`config.mk`:
```
export PLATFORM = sky130hd
export DESIGN_NAME = usb_tx_encoder
export DESIGN_NICKNAME = d
export VERILOG_FILES = /design/src/rtl/usb_pkg.sv /design/src/rtl/usb_tx_crc16.sv /design/src/rtl/usb_tx_encoder.sv
export SDC_FILE = /design/constraint.sdc
export NUM_CORES = 1
export LEC_CHECK = 0
export BUFFER_PORTS_ARGS = -buffer_cell sky130_fd_sc_hd__clkbuf_2
export CAP_MARGIN = 20
export CORE_MARGIN = 1
export CORE_UTILIZATION = 50
export DETAILED_ROUTE_END_ITERATION = 12
export GPL_TIMING_DRIVEN = 0
export PLACE_DENSITY = 0.71
export SLEW_MARGIN = 20
export SYNTH_ARGS = -nofsm -noshare
export SYNTH_HDL_FRONTEND = slang
export SYNTH_SLANG_ARGS = --single-unit
```
`constraint.sdc`:
```
create_clock -name clk -period 2.5 [get_ports clk]
set_input_delay 0.125 -clock clk [delete_from_list [all_inputs] [get_ports clk]]
set_output_delay 0.125 -clock clk [all_outputs]
set_load 0.01 [all_outputs]
```
`src/rtl/usb_pkg.sv`:
```
// Shared USB transmit definitions: FSM states, line-state encodings and CRC16 constants.
package usb_pkg;

    typedef enum logic [2:0] {
        IDLE,
        SYNC,
        DATA,
        CRC,
        EOP_SE0A,
        EOP_SE0B,
        EOP_J
    } tx_state_t;

    // Line states as {dplus, dminus}
    typedef logic [1:0] line_t;

    localparam line_t LINE_J   = 2'b10;
    localparam line_t LINE_K   = 2'b01;
    localparam line_t LINE_SE0 = 2'b00;

    localparam logic [7:0] SYNC_BYTE  = 8'h80;
    localparam int         ONES_LIMIT = 6;

    localparam logic [15:0] CRC16_POLY    = 16'h8005;
    localparam logic [15:0] CRC16_INIT    = 16'hFFFF;
    localparam logic [15:0] CRC16_RESIDUE = 16'h800D;

    function automatic logic [15:0] reflect16(input logic [15:0] v);
        logic [15:0] r;
        for (int i = 0; i < 16; i++) begin
            r[i] = v[15-i];
        end
        return r;
    endfunction

    // A 0 bit toggles J/K, a 1 bit holds the current level
    function automatic line_t nrzi_next(input line_t cur, input logic b);
        if (b) begin
            return cur;
        end
        return (cur == LINE_J) ? LINE_K : LINE_J;
    endfunction

endpackage

```
`src/rtl/usb_tx_crc16.sv`:
```
// CRC16 generator for the USB data payload; reflected register, LSB-first, one byte per load strobe.
module usb_tx_crc16
    import usb_pkg::*;
(
    input  logic        clk,
    input  logic        n_rst,
    input  logic        init,
    input  logic        load,
    input  logic [7:0]  data,
    output logic [15:0] crc
);

    localparam logic [15:0] POLY_REFL = reflect16(CRC16_POLY);

    logic [15:0] crc_reg;
    logic [15:0] crc_next;

    function automatic logic [15:0] crc_step(input logic [15:0] c, input logic b);
        return (c >> 1) ^ (((c[0] ^ b) == 1'b1) ? POLY_REFL : 16'h0000);
    endfunction

    always_comb begin
        crc_next = crc_reg;
        if (init) begin
            crc_next = CRC16_INIT;
        end else if (load) begin
            for (int i = 0; i < 8; i++) begin
                crc_next = crc_step(crc_next, data[i]);
            end
        end
    end

    always_ff @(posedge clk or negedge n_rst) begin
        if (!n_rst) begin
            crc_reg <= '0;
        end else begin
            crc_reg <= crc_next;
        end
    end

    assign crc = crc_reg;

endmodule

```
`src/rtl/usb_tx_encoder.sv`:
```
// USB full-speed transmit line encoder: SYNC, NRZI, bit stuffing and EOP generation.
// Define USB_TX_CRC16_EN to append a stuffed CRC16 after the final data byte.
module usb_tx_encoder
    import usb_pkg::*;
#(
    parameter int CLKS_PER_BIT = 8
) (
    input  logic       clk,
    input  logic       n_rst,
    input  logic [7:0] tx_data,
    input  logic       tx_valid,
    input  logic       tx_last,
    output logic       tx_ready,
    output logic       tx_busy,
    output logic       tx_err,
    output logic       dplus_out,
    output logic       dminus_out
);

    localparam int               CNT_W    = (CLKS_PER_BIT > 2) ? $clog2(CLKS_PER_BIT) : 1;
    localparam logic [CNT_W-1:0] CNT_LAST = CNT_W'(CLKS_PER_BIT - 1);
    localparam logic [CNT_W-1:0] CNT_ONE  = CNT_W'(1);
`ifdef USB_TX_CRC16_EN
    localparam int SHIFT_W = 16;
`else
    localparam int SHIFT_W = 8;
`endif

    tx_state_t          state_reg, state_next;
    logic [CNT_W-1:0]   cnt_reg, cnt_next;
    logic [SHIFT_W-1:0] shift_reg, shift_next;
    logic [3:0]         idx_reg, idx_next;
    logic [2:0]         ones_reg, ones_next;
    logic               last_reg, last_next;
    line_t              line_reg, line_next;

    logic       bit_end;
    logic       load_byte;
    logic       underrun;
    logic       start_pkt;
    logic       send_bit;
    logic       nxt_bit;
    logic [3:0] field_end;

`ifdef USB_TX_CRC16_EN
    logic [15:0] crc_val;

    usb_tx_crc16 u_crc (
        .clk   (clk),
        .n_rst (n_rst),
        .init  (start_pkt),
        .load  (load_byte),
        .data  (tx_data),
        .crc   (crc_val)
    );
`endif

    always_ff @(posedge clk or negedge n_rst) begin
        if (!n_rst) begin
            state_reg <= IDLE;
            cnt_reg   <= '0;
            shift_reg <= '0;
            idx_reg   <= '0;
            ones_reg  <= '0;
            last_reg  <= 1'b0;
            line_reg  <= LINE_J;
        end else begin
            state_reg <= state_next;
            cnt_reg   <= cnt_next;
            shift_reg <= shift_next;
            idx_reg   <= idx_next;
            ones_reg  <= ones_next;
            last_reg  <= last_next;
            line_reg  <= line_next;
        end
    end

    // idx_reg names the last payload bit already on the line, so a stuff bit
    // leaves it untouched and the following bit resumes from the same place.
    always_comb begin
        state_next = state_reg;
        cnt_next   = cnt_reg;
        shift_next = shift_reg;
        idx_next   = idx_reg;
        ones_next  = ones_reg;
        last_next  = last_reg;
        line_next  = line_reg;
        load_byte  = 1'b0;
        underrun   = 1'b0;
        start_pkt  = 1'b0;
        send_bit   = 1'b0;
        nxt_bit    = 1'b0;
        bit_end    = (cnt_reg == CNT_LAST);
        field_end  = (state_reg == CRC) ? 4'd15 : 4'd7;

        if (state_reg != IDLE) begin
            cnt_next = bit_end ? '0 : cnt_reg + CNT_ONE;
        end

        case (state_reg)
            IDLE: begin
                if (tx_valid) begin
                    state_next = SYNC;
                    cnt_next   = '0;
                    shift_next = SHIFT_W'(SYNC_BYTE);
                    idx_next   = '0;
                    ones_next  = '0;
                    last_next  = 1'b0;
                    start_pkt  = 1'b1;
                    send_bit   = 1'b1;
                    nxt_bit    = SYNC_BYTE[0];
                end
            end
            SYNC, DATA, CRC: begin
                if (bit_end) begin
                    if (ones_reg == 3'(ONES_LIMIT)) begin
                        send_bit = 1'b1;
                        nxt_bit  = 1'b0;
                    end else if (idx_reg != field_end) begin
                        shift_next = shift_reg >> 1;
                        idx_next   = idx_reg + 4'd1;
                        send_bit   = 1'b1;
                        nxt_bit    = shift_reg[1];
                    end else if (state_reg == DATA && last_reg) begin
`ifdef USB_TX_CRC16_EN
                        state_next = CRC;
                        shift_next = ~crc_val;
                        idx_next   = '0;
                        send_bit   = 1'b1;
                        nxt_bit    = ~crc_val[0];
`else
                        state_next = EOP_SE0A;
                        line_next  = LINE_SE0;
                        ones_next  = '0;
`endif
                    end else if (state_reg == CRC) begin
                        state_next = EOP_SE0A;
                        line_next  = LINE_SE0;
                        ones_next  = '0;
                    end else if (tx_valid) begin
                        load_byte  = 1'b1;
                        state_next = DATA;
                        shift_next = SHIFT_W'(tx_data);
                        idx_next   = '0;
                        last_next  = tx_last;
                        send_bit   = 1'b1;
                        nxt_bit    = tx_data[0];
                    end else begin
                        underrun   = 1'b1;
                        state_next = EOP_SE0A;
                        line_next  = LINE_SE0;
                        ones_next  = '0;
                    end
                end
            end
            EOP_SE0A: begin
                if (bit_end) begin
                    state_next = EOP_SE0B;
                end
            end
            EOP_SE0B: begin
                if (bit_end) begin
                    state_next = EOP_J;
                    line_next  = LINE_J;
                end
            end
            EOP_J: begin
                if (bit_end) begin
                    state_next = IDLE;
                end
            end
            default: begin
                state_next = IDLE;
            end
        endcase

        if (send_bit) begin
            line_next = nrzi_next(line_reg, nxt_bit);
            ones_next = nxt_bit ? ones_reg + 3'd1 : 3'd0;
        end
    end

    always_comb begin
        tx_busy    = (state_reg != IDLE);
        tx_ready   = load_byte;
        tx_err     = underrun;
        dplus_out  = line_reg[1];
        dminus_out = line_reg[0];
    end

endmodule

```
==> results of run 1 <==
placed cells by master (no fill, tap or decap), drive strengths merged, types with 2 or more instances in the layout:
cell     count
clkbuf      23
o221ai       3
nand3        5
ha           5
nor3         2
inv          8
nand3b       6
nor3b        2
mux2         9
and2         2
and3         2
nor2b        2
a21oi        6
o21ai       13
a311oi       2
nor2        14
a22o         2
dfrtp       22
mux2i        9
o31ai        3
nand2        9
a31oi        3
o2bb2ai      2
nand2b       3
buf          7
report_power, final:
group          total [mW]  leakage, nW  internal (mW)  switching [mW]
Clock               0.178       0.0177         0.0598           0.119
Sequential          0.611        0.300          0.518          0.0926
Combinational        1.20        0.470          0.531           0.674
Total                1.99        0.787           1.11           0.885
layout make-up:
type	count	area (µm²)
Sequential cell	23	577
Timing Repair Buffer	17	90.1
Tap cell	31	38.8
Multi-Input combinational cell	116	872
Clock inverter	1	5.00
Buffer	11	73.8
Fill cell	252	1140
Clock buffer	3	22.5
Inverter	8	30.0
repair_timing:
action / in CTS / in global routing
gates resized for setup: 0 / 2
endpoints found under the setup margin: 0 / 1
endpoints found under the hold margin: 22 / 0
hold buffers: 1 / 0
final timing paths:
check	endpoint	startpoint	cells after the start	slack (ns)
min in group asynchronous	state_reg[0]	n_rst	2	0.33
hold reg to reg	cnt_reg[0]	cnt_reg[0]	1	0.51
max in group asynchronous	shift_reg[6]	n_rst	2	1.78
setup / recovery	tx_err	idx_reg[0]	7	0.21
setup reg to reg	idx_reg[3]	cnt_reg[0]	8	0.27
hold / removal	last_reg	tx_last	3	0.01
worst reg2reg max path: cells and delay by family, from the launching register on:
family                   cells  cell delay (ns)
AO/OA/AOI/OAI                5             1.29
flip-flops                   1             0.40
adder cells (fa/ha/maj)      2             0.29
buffers and inverters        1             0.16
kinds of logic after synthesis:
group	share of synthesized area
muxes	0.136
AOI/OAI and AO/OA	0.216
and+or+nand+nor	0.169
adders and majority gates	0.0404
DFF	0.372
buffers and inverters	0.0654
per-layer routing:
| metal | global-route usage | up-vias | share of wire |
|---|---|---|---|
| met1 | 0.313 | 636 | 0.48 |
| met3 | 0.0290 | 2 | 0.037 |
| li1 | - | 619 | - |
| met4 | 0.0850 | 0 | 0.0050 |
| met2 | 0.317 | 32 | 0.48 |
| met5 | 0 | - | 0 |
==> results_dict.tcl, run 1 <==
set metrics [dict create \
    grt_pass1_wl_um 5480 \
    critPathMaxStageDelay_ns 0.40 \
    hold_ws_ns 0.0142 \
    post-place-ws_ns 0.326 \
    synth.most_common_cell "dfrtp_1" \
    min_period_ns 2.29 \
    crit_path_cell_trace "ha_1 > nand3b_1 > mux2i_4 > buf_4 > nand3_1 > nor3_1 > clkbuf_2" \
    vias 1289 \
    syn_area_um2 1550 \
    fin_skew_ns 0.00681 \
    dieArea_um2 3330 \
    clockBufferDepth 2 \
    crit_required_ns 2.38 \
    port_buffers 16 \
    path_delay_family "simple AND/OR/NAND/NOR gates" \
    syn-instance-count 158 \
    synthTopCellsByArea "dfrtp_1 36%, mux2_2 5.8%, mux2i_1 4.5%" \
    drt-initial-drc-count 40 \
    grt_usage 0.212 \
    antenna_found_initial 0 \
    ir_drop_uv 555 \
    synth_edf_count 0 \
    synth-main-ff-cell "dfrtp_1" \
    yosysTopAreaCell "dfrtp_1" \
    clock-sinks 23 \
    layout.nets 197 \
    drt-wirelength-per-cell_um 15.2 \
    ant_nets 0 \
    ys_types 50 \
    cts_made_buffers 3 \
    instances_no_fill 210 \
    antennaDiodeCount 0 \
    clk_latency_ns 0.31 \
    period_share 0.917 \
    io_pins 17 \
    cts_root_buf "clkbuf_4" \
    avgSynthCellArea_um2 9.81 \
    worst-path-buf-inv 2 \
    cap_violations 0 \
    path_max_fanout 10 \
    die_x_um 57.7 \
    dp_hpwl_um 2290 \
    globalRoute.totalOverflow 0 \
    yosys_warnings 0 \
    area_delta_synth_final_pct 10.3 \
    crit_arrival_ns 2.17 \
    p_per_area_nw_per_um2 1170 \
    drt-vias-per-instance 6.14 \
    grt_pass1_vias 1175 \
    syn_nets 175 \
    worst_pin_slew_ns 0.600 \
    drt_pass1_iterations 4 \
    seq_area_frac_synth 0.372 \
    largest_reg_flops 7 \
    yosys-top-cells-count "22 x dfrtp_1, 14 x nor2_1, 12 x o21ai_0" \
    routed_wl_um 3180 \
    synth_top_area_share 0.355 \
    place_area_um2 1670 \
    final_area_um2 1710 \
    drive_gt1_frac 0.263 \
    async_flop_share 1.00 \
    clock.fmax_ghz 0.436 \
    dp.cells 205 \
    clkTransAtPathRegs_ns 0.14 \
    finalPower_mw 1.99 \
    end_kind "output port" \
    drc 0 \
    ys_seq_elements 23 \
    holdCritPathClass "in -> reg" \
    fin_ws_ns 0.207 \
    finalHoldViolations 0 \
    die_h_um 57.7 \
    final-setup-viol-count 0 \
    drv_slew 0 \
    cp-start-kind "register" \
    final_util 0.599 \
    coreArea_um2 2850 \
    rsz0062_at_grt "false" \
    p_leak_nw 0.787 \
    gp_congestion 0.907 \
    ctsHtreeMaxLevel 1 \
    crit_type "reg -> out" \
    cts_setup_buffers 0 \
    slew_headroom 0.600 \
    cts_tree "built" \
    setup_tns_ns 0 \
    placementRows 19 \
    status "complete, no violations" \
    start_util 0.543 \
    cp_slowest_cell "dfrtp_1" \
    grt_max_degree 24 \
]
Note: power is estimated with default switching activity, not from simulation.
==> run 2: changes to the inputs <==
ABC_AREA = 1   (was not set)
SKIP_CTS_REPAIR_TIMING = 1   (was not set)
==> results_dict.tcl, run 2 <==
set metrics [dict create \
    finalHoldViolations 0 \
    finalPower_mw 1.69 \
    ant_nets 0 \
    p_per_area_nw_per_um2 1050 \
    mostFrequentLayoutCells "41 x nand2_1, 25 x inv_1, 22 x dfrtp_1, 18 x nand3_1, 17 x nor2_1" \
    avgSynthCellArea_um2 7.72 \
    vias 1302 \
    final_area_um2 1620 \
    holdCritPathClass "in -> reg" \
    seq_area_frac_synth 0.395 \
    grt_pass1_wl_um 5410 \
    cap_violations 0 \
    ys_seq_elements 23 \
    drc 0 \
    ctsHtreeMaxLevel 1 \
    drive_gt1_frac 0.200 \
    end_kind "output port" \
    synth.most_common_cell "nand2_1" \
    syn-instance-count 189 \
    crit_type "reg -> out" \
    slew_headroom 0.620 \
    p_leak_nw 0.822 \
    yosysTopAreaCell "dfrtp_1" \
    post-place-ws_ns 0.585 \
    coreArea_um2 2760 \
    antenna_found_initial 0 \
    dieArea_um2 3140 \
    async_flop_share 1.00 \
    dp.cells 236 \
    critPathMostFrequentCell "inv_1" \
    grt_pass1_vias 1259 \
    crit_required_ns 2.38 \
    grt_max_degree 24 \
    clk_latency_ns 0.31 \
    hold_ws_ns 0.0515 \
    clock-sinks 23 \
    place_area_um2 1580 \
    status "complete, no violations" \
    clockBufferDepth 2 \
    drt_pass1_iterations 5 \
    cp-start-kind "register" \
    crit_arrival_ns 2.05 \
    yosys_warnings 0 \
    cts_made_buffers 3 \
    layout_commonest_cell "nand2_1" \
    setup_tns_ns 0 \
    clock.fmax_ghz 0.459 \
    synthTopCellsByArea "dfrtp_1 38%, nand2_1 11%, inv_1 6.4%" \
    die_x_um 56.0 \
    cts_tree "built" \
    final_util 0.586 \
    start_util 0.529 \
    antennaDiodeCount 0 \
    drt-wirelength-per-cell_um 12.5 \
    gp_congestion 0.836 \
    grt_usage 0.217 \
    cts_root_buf "clkbuf_4" \
    critPathMaxStageDelay_ns 0.48 \
    clkTransAtPathRegs_ns 0.13 \
    yosys-top-cells-count "41 x nand2_1, 25 x inv_1, 22 x dfrtp_1" \
    rsz0062_at_grt "false" \
    cp_slowest_cell "dfrtp_1" \
    drt-vias-per-instance 5.40 \
    layout.nets 228 \
    period_share 0.871 \
    worst_pin_slew_ns 0.570 \
    instances_no_fill 241 \
    synth-main-ff-cell "dfrtp_1" \
    syn_area_um2 1460 \
    synth_top_area_share 0.377 \
    drt-initial-drc-count 67 \
    largest_reg_flops 7 \
    placementRows 19 \
    dp_hpwl_um 2320 \
    fin_ws_ns 0.322 \
    die_h_um 56.0 \
    port_buffers 16 \
    final-setup-viol-count 0 \
    min_period_ns 2.18 \
    syn_nets 206 \
    io_pins 17 \
    fin_skew_ns 0.00342 \
    ys_types 32 \
    path_max_fanout 7 \
    crit_path_cell_trace "nor2_1 > nor2_2 > inv_1 > nor3_1 > inv_1 > nor4_1 > clkbuf_2" \
    routed_wl_um 3020 \
    ir_drop_uv 797 \
    synth_edf_count 0 \
    drv_slew 0 \
    globalRoute.totalOverflow 0 \
    area_delta_synth_final_pct 10.7 \
]
==> run 2: changes by cell type in the layout (fill, tap and decap cells not counted), sizes merged, moves of 4 or more <==
cell / previous run / this run
nand3: 5 / 22
buf: 7 / 3
o21ai: 13 / 23
mux2: 9 / 0
nand2: 9 / 45
clkbuf: 23 / 19
inv: 8 / 27
nor2: 14 / 20
mux2i: 9 / 0
nand3b: 6 / 0
==> run 2: critical path, delay by kind of cell (launching register included) <==
family | cells | cell delay (ns)
flops | 1 | 0.48
simple gates | 4 | 0.79
buf+inv | 3 | 0.48
==> run 2: worst paths after layout <==
path	start	end	slack [ns]	cells past startpoint
min in group asynchronous	n_rst	shift_reg[7]	0.32	2
hold reg to reg	shift_reg[7]	shift_reg[7]	0.51	2
hold / removal	tx_last	last_reg	0.05	3
max in group asynchronous	n_rst	line_reg[1]	1.81	2
setup reg to reg	state_reg[2]	last_reg	0.54	9
setup / recovery	state_reg[1]	tx_ready	0.32	7
==> run 2: power breakdown <==
| group | internal, mW | switching, mW | leakage (nW) |
|---|---|---|---|
| registers | 0.498 | 0.0932 | 0.302 |
| clock network | 0.0599 | 0.114 | 0.0177 |
| logic | 0.341 | 0.585 | 0.502 |
==> run 2: cell families (layout without fill, tap and decap cells) <==
kind of cell | after synthesis | in the layout | share of synthesized area
simple gates | 95 | 95 | 0.311
xor+xnor | 2 | 2 | 0.0120
buf+inv | 30 | 51 | 0.0961
flops | 23 | 23 | 0.395
compound gates | 34 | 34 | 0.142
fa+ha+maj | 5 | 5 | 0.0429
==> run 2: routing by layer <==
metal | wire length, µm | track usage | part of all wire
met1 | 1370 | 0.270 | 0.45
met2 | 1520 | 0.391 | 0.50
met3 | 86 | 0.0233 | 0.028
met4 | 39 | 0.0732 | 0.013
met5 | 0 | 0 | 0
==> run 2: area by class of cell <==
type	count	area, µm²
Multi-Input combinational cell	136	742
Timing Repair Buffer	17	90.1
Tap cell	31	38.8
Fill cell	251	1140
Sequential cell	23	577
Buffer	3	36.3
Clock inverter	1	5.00
Clock buffer	3	22.5
Inverter	27	104
==> run 3: changes to the inputs <==
==> constraint.sdc (replaced) <==
create_clock -name clk -period 2.5 [get_ports clk]
set_input_delay 0.375 -clock clk [delete_from_list [all_inputs] [get_ports clk]]
set_output_delay 0.375 -clock clk [all_outputs]
set_load 0.01 [all_outputs]
==> results_dict.tcl, run 3 (synthesis results as in run 2) <==
set metrics [dict create \
    crit_type "reg -> out" \
    antennaDiodeCount 0 \
    p_sw_frac 0.470 \
    clock.fmax_ghz 0.441 \
    status "complete, no violations" \
    crit_path_end "tx_err" \
    critPathMaxStageDelay_ns 0.50 \
    cp-start-kind "register" \
    ir_drop_uv 796 \
    largest_reg_flops 7 \
    pwr-share-clk 0.101 \
    p_leak_nw 0.818 \
    cts_made_buffers 3 \
    instances_no_fill 240 \
    min_period_ns 2.27 \
    p_per_area_nw_per_um2 1050 \
    crit_start "state_reg[2]" \
    crit_arrival_ns 1.89 \
    reg2reg_slack_ns 0.51 \
    clkTransAtPathRegs_ns 0.13 \
    end_kind "output port" \
    seqPwrFrac 0.350 \
    start_util 0.529 \
    power_frac_comb 0.549 \
    die_h_um 56.0 \
    placementRows 19 \
    mostFrequentLayoutCells "41 x nand2_1, 25 x inv_1, 21 x dfrtp_1, 18 x nand3_1, 17 x nor2_1" \
    grt_pass1_wl_um 5410 \
    grtUsageMet3 0.0233 \
    globalRoute.totalOverflow 0 \
    grt_max_degree 24 \
    drt_pass1_iterations 4 \
    rsz0062_at_grt "false" \
    p_int_uw 902 \
    cts_tree "built" \
    cts_root_buf "clkbuf_4" \
    ant_nets 0 \
    drc 0 \
    dp_hpwl_um 2320 \
    worst-path-buf-inv 2 \
    switchingPower_uw 801 \
    final-setup-viol-count 0 \
    io_pins 17 \
    antenna_found_initial 0 \
    drt-vias-per-instance 5.45 \
    drive_gt1_frac 0.215 \
    holdCritPathClass "in -> async" \
    clk_latency_ns 0.31 \
    fin_skew_ns 0.00363 \
    drv_slew 0 \
    dp.cells 236 \
    finalHoldViolations 0 \
    layout_commonest_cell "nand2_1" \
    slew_headroom 0.618 \
    busiest_layer "met2" \
    cp_slowest_cell "dfrtp_1" \
    drt-initial-drc-count 43 \
    rr_endpoint "last_reg" \
    fin_ws_ns 0.231 \
    timing.rr.start "state_reg[2]" \
    gp_congestion 0.836 \
    clockBufferDepth 2 \
    vias 1308 \
    area_delta_synth_final_pct 11.2 \
    path_delay_family "simple AND/OR/NAND/NOR gates" \
    use_met1 0.270 \
    die_x_um 56.0 \
    ctsHtreeMaxLevel 1 \
    cap_violations 0 \
    grt_pass1_vias 1259 \
    cp.depth 6 \
    crit_path_cell_trace "inv_2 > nand3_2 > nand2_1 > nand3_1 > nor4_1 > clkbuf_2" \
    grt_usage 0.217 \
    port_buffers 16 \
    dieArea_um2 3140 \
    path_max_fanout 7 \
    worstRegToRegCells 9 \
    use_met2 0.391 \
    period_share 0.908 \
    layout.nets 227 \
    coreArea_um2 2760 \
    crit_required_ns 2.12 \
    post-place-ws_ns 0.481 \
    worst_pin_slew_ns 0.573 \
    routed_wl_um 3030 \
    setup_tns_ns 0 \
    clock-sinks 23 \
    drt-wirelength-per-cell_um 12.6 \
]
==> run 3: changes by cell type in the layout (fill, tap and decap cells not counted), sizes merged <==
cell         delta
dlygate4sd3     -1
==> run 3: how the worst min path moves through the flow <==
stage	start	end	slack, ns	cells after the start
floorplan	n_rst	cnt_reg[0]	0.08	0
global placement	n_rst	idx_reg[0]	0.39	1
detailed placement	n_rst	idx_reg[1]	0.40	1
CTS	n_rst	shift_reg[5]	0.05	1
global route	n_rst	ones_reg[2]	0.07	1
finish	n_rst	idx_reg[0]	0.03	1
==> run 3: power groups by stage <==
stage                     registers, mW  clock network [mW]  logic (mW)
after floorplan                   0.582                   0       0.725
after global placement            0.592                   0       0.890
after detailed placement          0.598                   0       0.927
after CTS                         0.590               0.182       0.928
after global routing              0.612               0.198        1.05
final                             0.596               0.173       0.935
==> run 3: worst reg2reg max path: stages (launching register included) <==
cell and delay, ns:
dfrtp_1 0.50, inv_2 0.17, nand3_2 0.13, nand2_1 0.11, nand3_1 0.20, nand2_1 0.28
nand3_1 0.14, nor3_1 0.20, nand3_1 0.09, o21ai_0 0.08
==> run 3: metrics by stage <==
stage | hold WS, ns | instance area, µm² | power, mW | util
6_report | 0.0324 | 1620 | 1.70 | 0.588
5_1_grt | 0.0689 | 1620 | 1.86 | 0.588
4_1_cts | 0.0463 | 1610 | 1.70 | 0.582
3_5_place_dp | 0.402 | 1580 | 1.52 | 0.572
3_3_place_gp | 0.393 | 1580 | 1.48 | 0.572
2_1_floorplan | 0.0794 | 1460 | 1.31 | -
==> run 3: final cells by class <==
type / instances / area [µm²]
Clock buffer: 3 / 22.5
Clock inverter: 1 / 5.00
Sequential cell: 23 / 578
Multi-Input combinational cell: 136 / 758
Inverter: 27 / 104
Fill cell: 249 / 1130
Buffer: 3 / 36.3
Timing Repair Buffer: 16 / 80.1
Tap cell: 31 / 38.8
==> run 3: metal layers <==
| metal | up-vias | share of wire |
|---|---|---|
| li1 | 660 | - |
| met1 | 605 | 0.43 |
| met2 | 38 | 0.51 |
| met3 | 5 | 0.050 |
| met4 | 0 | 0.014 |
| met5 | - | 0 |
